--- src/rtl/onchip_mem_arbiter_if.sv ---
`default_nettype none
// ============================================================================
// Module  : onchip_mem_arbiter_if
// Brief   : Two Avalon-MM masters plus the shared single-port RAM slave bus.
// Revision: 1.0 - initial release
// ============================================================================
interface onchip_mem_arbiter_if;
  logic [10:0] m0_address;
  logic [3:0]  m0_byteenable;
  logic        m0_read;
  logic        m0_write;
  logic [31:0] m0_writedata;
  logic        m0_lock;
  logic        m0_waitrequest;
  logic [31:0] m0_readdata;
  logic        m0_readdatavalid;

  logic [10:0] m1_address;
  logic [3:0]  m1_byteenable;
  logic        m1_read;
  logic        m1_write;
  logic [31:0] m1_writedata;
  logic        m1_lock;
  logic        m1_waitrequest;
  logic [31:0] m1_readdata;
  logic        m1_readdatavalid;

  logic [10:0] mem_address;
  logic [3:0]  mem_byteenable;
  logic        mem_chipselect;
  logic        mem_write;
  logic [31:0] mem_writedata;
  logic        mem_clken;
  logic [31:0] mem_readdata;

  // Arbiter side.
  modport slave (
    input  m0_address, m0_byteenable, m0_read, m0_write, m0_writedata, m0_lock,
    output m0_waitrequest, m0_readdata, m0_readdatavalid,
    input  m1_address, m1_byteenable, m1_read, m1_write, m1_writedata, m1_lock,
    output m1_waitrequest, m1_readdata, m1_readdatavalid,
    output mem_address, mem_byteenable, mem_chipselect, mem_write,
    output mem_writedata, mem_clken,
    input  mem_readdata
  );

  // Requester and RAM side.
  modport master (
    output m0_address, m0_byteenable, m0_read, m0_write, m0_writedata, m0_lock,
    input  m0_waitrequest, m0_readdata, m0_readdatavalid,
    output m1_address, m1_byteenable, m1_read, m1_write, m1_writedata, m1_lock,
    input  m1_waitrequest, m1_readdata, m1_readdatavalid,
    input  mem_address, mem_byteenable, mem_chipselect, mem_write,
    input  mem_writedata, mem_clken,
    output mem_readdata
  );
endinterface
`default_nettype wire

--- src/rtl/onchip_mem_arbiter.sv ---
`default_nettype none
// ============================================================================
// Module  : onchip_mem_arbiter
// Brief   : Round-robin arbiter with bounded lock sharing one on-chip RAM.
// Revision: 1.0 - initial release
// ============================================================================
module onchip_mem_arbiter #(
  parameter int MAX_HOLD = 4
) (
  input  wire logic          clk,
  input  wire logic          reset_n,
  onchip_mem_arbiter_if.slave bus
);

  localparam logic [3:0] c_max_hold = 4'(MAX_HOLD);

  logic       w_req0;
  logic       w_req1;
  logic       w_keep;
  logic       w_gnt0;
  logic       w_gnt1;
  logic       r_owner;
  logic [3:0] r_hold_cnt;
  logic [1:0] r_rd_pend;

  assign w_req0 = bus.m0_read | bus.m0_write;
  assign w_req1 = bus.m1_read | bus.m1_write;
  assign w_keep = (r_owner ? bus.m1_lock : bus.m0_lock) && (r_hold_cnt < c_max_hold);

  always_comb begin
    w_gnt0 = 1'b0;
    w_gnt1 = 1'b0;
    if (w_req0 && w_req1) begin
      // Under contention the non-owner wins unless the owner holds a live lock.
      if (w_keep) begin
        w_gnt0 = ~r_owner;
        w_gnt1 = r_owner;
      end else begin
        w_gnt0 = r_owner;
        w_gnt1 = ~r_owner;
      end
    end else begin
      w_gnt0 = w_req0;
      w_gnt1 = w_req1;
    end
  end

  assign bus.m0_waitrequest = w_req0 & ~w_gnt0;
  assign bus.m1_waitrequest = w_req1 & ~w_gnt1;

  assign bus.mem_address    = w_gnt1 ? bus.m1_address    : bus.m0_address;
  assign bus.mem_byteenable = w_gnt1 ? bus.m1_byteenable : bus.m0_byteenable;
  assign bus.mem_writedata  = w_gnt1 ? bus.m1_writedata  : bus.m0_writedata;
  assign bus.mem_chipselect = w_gnt0 | w_gnt1;
  assign bus.mem_write      = w_gnt1 ? bus.m1_write : (w_gnt0 & bus.m0_write);
  assign bus.mem_clken      = 1'b1;

  // RAM output is combinational off a registered address, so data lands one cycle later.
  assign bus.m0_readdata      = bus.mem_readdata;
  assign bus.m1_readdata      = bus.mem_readdata;
  assign bus.m0_readdatavalid = r_rd_pend[0];
  assign bus.m1_readdatavalid = r_rd_pend[1];

  always_ff @(posedge clk or negedge reset_n) begin
    if (!reset_n) begin
      r_owner    <= 1'b1;
      r_hold_cnt <= 4'd0;
      r_rd_pend  <= 2'b00;
    end else begin
      r_rd_pend <= {w_gnt1 & bus.m1_read & ~bus.m1_write,
                    w_gnt0 & bus.m0_read & ~bus.m0_write};
      if (w_gnt0 || w_gnt1) begin
        if (w_gnt1 == r_owner) begin
          if (r_hold_cnt < c_max_hold) begin
            r_hold_cnt <= r_hold_cnt + 4'd1;
          end
        end else begin
          r_owner    <= w_gnt1;
          r_hold_cnt <= 4'd1;
        end
      end
    end
  end

endmodule
`default_nettype wire
--- src/flat_wrapper.sv ---
// flat-port wrapper written by rule: the top's interface ports become plain ports
module onchip_mem_arbiter_flat 
#(
  parameter int MAX_HOLD = 4
)
  (clk, reset_n, bus_m0_address, bus_m0_byteenable, bus_m0_read, bus_m0_write, bus_m0_writedata, bus_m0_lock, bus_m0_waitrequest, bus_m0_readdata, bus_m0_readdatavalid, bus_m1_address, bus_m1_byteenable, bus_m1_read, bus_m1_write, bus_m1_writedata, bus_m1_lock, bus_m1_waitrequest, bus_m1_readdata, bus_m1_readdatavalid, bus_mem_address, bus_mem_byteenable, bus_mem_chipselect, bus_mem_write, bus_mem_writedata, bus_mem_clken, bus_mem_readdata);
  onchip_mem_arbiter_if bus_i ();
  input  wire logic clk;
  input  wire logic reset_n;
  input wire logic [$bits(bus_i.m0_address)-1:0] bus_m0_address;
  input wire logic [$bits(bus_i.m0_byteenable)-1:0] bus_m0_byteenable;
  input wire logic [$bits(bus_i.m0_read)-1:0] bus_m0_read;
  input wire logic [$bits(bus_i.m0_write)-1:0] bus_m0_write;
  input wire logic [$bits(bus_i.m0_writedata)-1:0] bus_m0_writedata;
  input wire logic [$bits(bus_i.m0_lock)-1:0] bus_m0_lock;
  output wire logic [$bits(bus_i.m0_waitrequest)-1:0] bus_m0_waitrequest;
  output wire logic [$bits(bus_i.m0_readdata)-1:0] bus_m0_readdata;
  output wire logic [$bits(bus_i.m0_readdatavalid)-1:0] bus_m0_readdatavalid;
  input wire logic [$bits(bus_i.m1_address)-1:0] bus_m1_address;
  input wire logic [$bits(bus_i.m1_byteenable)-1:0] bus_m1_byteenable;
  input wire logic [$bits(bus_i.m1_read)-1:0] bus_m1_read;
  input wire logic [$bits(bus_i.m1_write)-1:0] bus_m1_write;
  input wire logic [$bits(bus_i.m1_writedata)-1:0] bus_m1_writedata;
  input wire logic [$bits(bus_i.m1_lock)-1:0] bus_m1_lock;
  output wire logic [$bits(bus_i.m1_waitrequest)-1:0] bus_m1_waitrequest;
  output wire logic [$bits(bus_i.m1_readdata)-1:0] bus_m1_readdata;
  output wire logic [$bits(bus_i.m1_readdatavalid)-1:0] bus_m1_readdatavalid;
  output wire logic [$bits(bus_i.mem_address)-1:0] bus_mem_address;
  output wire logic [$bits(bus_i.mem_byteenable)-1:0] bus_mem_byteenable;
  output wire logic [$bits(bus_i.mem_chipselect)-1:0] bus_mem_chipselect;
  output wire logic [$bits(bus_i.mem_write)-1:0] bus_mem_write;
  output wire logic [$bits(bus_i.mem_writedata)-1:0] bus_mem_writedata;
  output wire logic [$bits(bus_i.mem_clken)-1:0] bus_mem_clken;
  input wire logic [$bits(bus_i.mem_readdata)-1:0] bus_mem_readdata;
  assign bus_i.m0_address = bus_m0_address;
  assign bus_i.m0_byteenable = bus_m0_byteenable;
  assign bus_i.m0_read = bus_m0_read;
  assign bus_i.m0_write = bus_m0_write;
  assign bus_i.m0_writedata = bus_m0_writedata;
  assign bus_i.m0_lock = bus_m0_lock;
  assign bus_m0_waitrequest = bus_i.m0_waitrequest;
  assign bus_m0_readdata = bus_i.m0_readdata;
  assign bus_m0_readdatavalid = bus_i.m0_readdatavalid;
  assign bus_i.m1_address = bus_m1_address;
  assign bus_i.m1_byteenable = bus_m1_byteenable;
  assign bus_i.m1_read = bus_m1_read;
  assign bus_i.m1_write = bus_m1_write;
  assign bus_i.m1_writedata = bus_m1_writedata;
  assign bus_i.m1_lock = bus_m1_lock;
  assign bus_m1_waitrequest = bus_i.m1_waitrequest;
  assign bus_m1_readdata = bus_i.m1_readdata;
  assign bus_m1_readdatavalid = bus_i.m1_readdatavalid;
  assign bus_mem_address = bus_i.mem_address;
  assign bus_mem_byteenable = bus_i.mem_byteenable;
  assign bus_mem_chipselect = bus_i.mem_chipselect;
  assign bus_mem_write = bus_i.mem_write;
  assign bus_mem_writedata = bus_i.mem_writedata;
  assign bus_mem_clken = bus_i.mem_clken;
  assign bus_i.mem_readdata = bus_mem_readdata;
  onchip_mem_arbiter #(.MAX_HOLD(MAX_HOLD)) u_core (.clk(clk), .reset_n(reset_n), .bus(bus_i));
endmodule
--- config.mk ---
export PLATFORM = sky130hd
export DESIGN_NAME = onchip_mem_arbiter_flat
export DESIGN_NICKNAME = d
export VERILOG_FILES = /design/src/rtl/onchip_mem_arbiter_if.sv /design/src/rtl/onchip_mem_arbiter.sv /design/src/flat_wrapper.sv
export SDC_FILE = /design/constraint.sdc
export NUM_CORES = 1
export LEC_CHECK = 0
export ABC_AREA = 0
export CAP_MARGIN = 20
export CORE_AREA = 2 2 98 100
export CTS_BUF_LIST = sky130_fd_sc_hd__clkbuf_4 sky130_fd_sc_hd__clkbuf_8
export DETAILED_ROUTE_END_ITERATION = 16
export DIE_AREA = 0 0 100 102
export PLACE_DENSITY = 0.68
export SYNTH_ARGS = -nofsm -noshare
export SYNTH_HDL_FRONTEND = slang
export SYNTH_SLANG_ARGS = --single-unit
--- constraint.sdc ---
create_clock -name clk -period 8.1 [get_ports clk]
set_input_delay 2.025 -clock clk [delete_from_list [all_inputs] [get_ports clk]]
set_output_delay 2.025 -clock clk [all_outputs]
set_load 0.005 [all_outputs]
==> impl_table.tex <==
\begin{tabular}{lr}
\hline
Metric & Value \\
\hline
\multicolumn{2}{l}{\textbf{Run status}} \\
\quad Result of the run & finished, final reports clean \\
\multicolumn{2}{l}{\textbf{Power and ir drop}} \\
\quad Reg power frac & 0.132 \\
\quad Switching pwr & roughly 120 uW \\
\quad Peak supply drop & approximately 57 uV \\
\quad Power density normalized to cell area & $\sim$150 mW/mm\^{}2 \\
\quad Static power due to leakage & 0.9923 nW \\
\quad Cell internal power dissipation & 285.0 uW \\
\quad Part of the power in the clock network & 0.125 \\
\quad Switching part of the total power & 0.3042 \\
\quad Comb power frac & 0.743 \\
\multicolumn{2}{l}{\textbf{STA}} \\
\quad Min Tclk post-route & 6.664 ns \\
\quad Transition at the pin with the smallest max-transition slack & $\sim$0.73 ns \\
\quad Period Utilization, post-route & 0.8227 \\
\quad Final sum of negative setup slack & 0 ns \\
\quad Hold violation total from the final report & 0 \\
\quad Unrepaired setup endpoints after global routing & false \\
\quad Worst-case clock skew & around 0.00076 ns \\
\quad Slew headroom & 0.5153 \\
\quad Post-route setup slack & 1.436 ns \\
\quad Number of max-slew violations in the final report & 0 \\
\quad Number of setup violations in the final report & 0 \\
\quad Maximum operating frequency & 150.1 MHz \\
\multicolumn{2}{l}{\textbf{Placed design}} \\
\quad Final weighted congestion in routability-driven placement & approximately 0.78 \\
\quad Post-placement setup slack & 1.407 ns \\
\quad Total half-perimeter wirelength after legalization and detailed placement & approximately 5400 um \\
\quad Number of I/O port buffers & 154 \\
\multicolumn{2}{l}{\textbf{Logic synthesis}} \\
\quad Area share of the largest cell type after synthesis & 0.3558 \\
\quad Most frequently used cell type in the post-synthesis netlist & buf\_4 \\
\quad Post-synth EDFFs & 0 \\
\quad Flip-flop and latch count after synthesis & 7 \\
\quad Library cells used by synthesis & 30 \\
\quad Top area cells in the synthesized netlist & mux2\_2 (36\%), buf\_4 (33\%), dfrtp\_1 (10\%), buf\_6 (2.3\%), dfstp\_2 (1.8\%) \\
\quad Syn\_nets & around 300 \\
\quad Syn Std Cell Area & 0.001488 mm\^{}2 \\
\quad Largest area contributor in the synthesized netlist & mux2\_2 \\
\quad Avg Synthesized Cell Area & just over 9 um\^{}2 \\
\quad Ys flop type & dfrtp\_1 \\
\quad FFs w/ async S/R, synth & 1.000 \\
\quad Synth cell count leaders & buf\_4 (66), mux2\_2 (47), dfrtp\_1 (6), nor3\_1 (4), o21ai\_0 (4) \\
\quad Cells after synthesis & around 160 \\
\quad Synth Warn \# & 0 \\
\quad Sequential share of the synthesized area & 0.1186 \\
\multicolumn{2}{l}{\textbf{Clock network}} \\
\quad TritonCTS buffer count & 3 \\
\quad Maximum count of clock buffers along a single path & 2 \\
\quad Root Buffer & clkbuf\_8 \\
\quad \# resized after CTS & 0 \\
\quad TritonCTS clock tree & yes \\
\quad Clock latency at the later pin of the worst-skew pair & 0.22 ns \\
\quad Clock transition time at the flip-flop clock pins of the worst setup and hold paths & 0.04 ns \\
\quad Post-CTS Setup Bufs & 0 \\
\quad CTS Hold Buffers Added & 0 \\
\quad Number of levels in the clock H-tree & 1 \\
\quad Clock Sinks & 7 \\
\multicolumn{2}{l}{\textbf{Route}} \\
\quad Vias after detailed routing & 1518 \\
\quad Remaining antenna violation count after routing & 0 \\
\quad Number of iterations in the first detailed-routing pass & 4 \\
\quad Total routed wirelength & 6224 um \\
\quad DRC violation count after routing & 0 \\
\quad Routed WL per cell & 17.15 um \\
\quad Detail-routed via count per cell & 4.182 \\
\quad Starting DRT DRC Count & 43 \\
\multicolumn{2}{l}{\textbf{Setup path}} \\
\quad Crit-path max FO & 29 \\
\quad Crit path required time & 6.08 ns \\
\quad Category of the most critical setup path & in -> out \\
\quad CP Data Arrival Time & about 4.6 ns \\
\quad Endpoint class of the critical path & output port \\
\quad Startpoint types & input port \\
\multicolumn{2}{l}{\textbf{Cells and area}} \\
\quad Number of filler cells placed in the layout & 970 \\
\quad Layout overhead on the synthesized area & 82.09\% \\
\quad NumNets Final & 388 \\
\quad Fraction of layout instances using a drive strength above 1 & 0.2381 \\
\quad Antenna Cells & 0 \\
\multicolumn{2}{l}{\textbf{Global routing}} \\
\quad Fraction of met3 tracks used by global routing & 0.04241 \\
\quad Global routing usage summed across all routing layers & 0.1070 \\
\quad Peak-usage layer in the global routing report & met2 \\
\quad Via count of the first global-routing pass & 1560 \\
\quad Residual overflow from global routing & 0 \\
\quad Initial antenna violation count & 0 \\
\quad Global-route wire length before repair & between 8000 and 9000 um \\
\quad Routing usage on met1 & 0.1396 \\
\quad Pin count of the biggest net entering global routing & 30 \\
\quad Fraction of met2 tracks used by global routing & 0.1663 \\
\multicolumn{2}{l}{\textbf{Die}} \\
\quad Full die area & 0.01020 mm\^{}2 \\
\quad Top-level I/O count & about 250 \\
\quad Initial core utilization & 0.1633 \\
\quad Die height & 102 um \\
\quad Area of the placeable core & 0.009109 mm\^{}2 \\
\quad Floorplan row count & 35 \\
\quad DIE WIDTH & 100 um \\
\multicolumn{2}{l}{\textbf{Min path}} \\
\quad Type of the tightest min-delay check & reg -> reg \\
\multicolumn{2}{l}{\textbf{Flow run}} \\
\quad Max\_cap viols & 0 \\
\hline
\end{tabular}
-- cell type report --
| cell class | count | area (um^2) | area share |
|---|---|---|---|
| Inverter | 3 | 11.26 | 0.004157 |
| Multi-Input combinational cell | 82 | 777.0 | 0.2868 |
| Clock buffer | 4 | 48.80 | 0.01801 |
| Timing Repair Buffer | 156 | 1556 | 0.5746 |
| Tap cell | 111 | 138.9 | 0.05127 |
| Sequential cell | 7 | 176.4 | 0.06513 |
-- path summary, 6_finish.rpt --
check                      cells past startpoint                 start                    to  slack, ns
max                                            6           bus_m0_lock    bus_mem_address[7]       1.44
min                                            2  u_core.r_hold_cnt[1]  u_core.r_hold_cnt[1]       0.58
max reg2reg                                    3  u_core.r_hold_cnt[2]  u_core.r_hold_cnt[0]       5.97
min reg2reg                                    2  u_core.r_hold_cnt[1]  u_core.r_hold_cnt[1]       0.58
max in group asynchronous                      1               reset_n        u_core.r_owner       5.75
min in group asynchronous                      1               reset_n  u_core.r_hold_cnt[3]       2.06
-- through the flow --
stage               hold slack [ns]  total power [mW]    util  instance area [um^2]  std cells
floorplan                    0.5262            0.2147       -                  1488        162
detailed placement           0.5737            0.3605  0.2920                  2660        359
CTS                          0.5790            0.4155  0.2974                  2709        363
global route                 0.5994            0.4388  0.2974                  2709        363
global placement             0.5515            0.3555  0.2920                  2660        359
finish                       0.5778            0.4096  0.2974                  2709        363
-- per-layer routing --
metal,vias to the layer above,part of all wire
met5,-,0
met4,0,0.0079
met3,13,0.14
met2,131,0.43
met1,691,0.42
li1,683,-
-- layout by cell type (no fill, tap or decap) --
cell type,n
inv_1,3
a211oi_1,1
o221ai_4,1
dfstp_2,1
o21ai_0,4
mux2_2,47
buf_4,2
nand2b_1,1
nor3b_1,1
nor4_1,2
a21oi_1,2
o31ai_1,1
nor2_1,3
or4b_4,1
nor2b_1,1
o221a_2,1
clkbuf_4,1
ha_1,1
a311oi_1,1
clkbuf_8,3
nand3_1,1
nor3_1,4
a31oi_1,1
o211ai_1,1
or2_2,2
clkdlybuf4s50_1,154
o21a_1,1
a21boi_0,2
dfrtp_1,6
or4_2,1
conb_1,1
-- worst max-delay path, cell delays in order --
cell             delay (ns)
clkdlybuf4s50_1        0.47
or4b_4                 0.50
o221ai_4               0.31
buf_4                  0.41
mux2_2                 0.39
clkdlybuf4s50_1        0.52
-- power groups by stage --
stage	Sequential [mW]	Combinational [mW]	Clock [mW]
detailed placement	0.0540	0.307	0
global route	0.0551	0.327	0.0562
CTS	0.0538	0.309	0.0526
floorplan	0.0514	0.163	0
finish	0.0542	0.304	0.0511
global placement	0.0535	0.302	0
-- registers in the layout (all words and copies together), names as in the netlist --
register           flops
u_core.r_hold_cnt      4
u_core.r_rd_pend       2
u_core.r_owner         1
-- logic make-up after synthesis --
kind of cell / after synthesis / synth area share
compound gates: 16 / 0.07822
simple gates: 17 / 0.06981
other cells: 1 / 0.002521
flops: 7 / 0.1186
fa+ha+maj: 1 / 0.008409
mux: 47 / 0.3558
buf+inv: 73 / 0.3667
(Power assumes the default switching activity.)
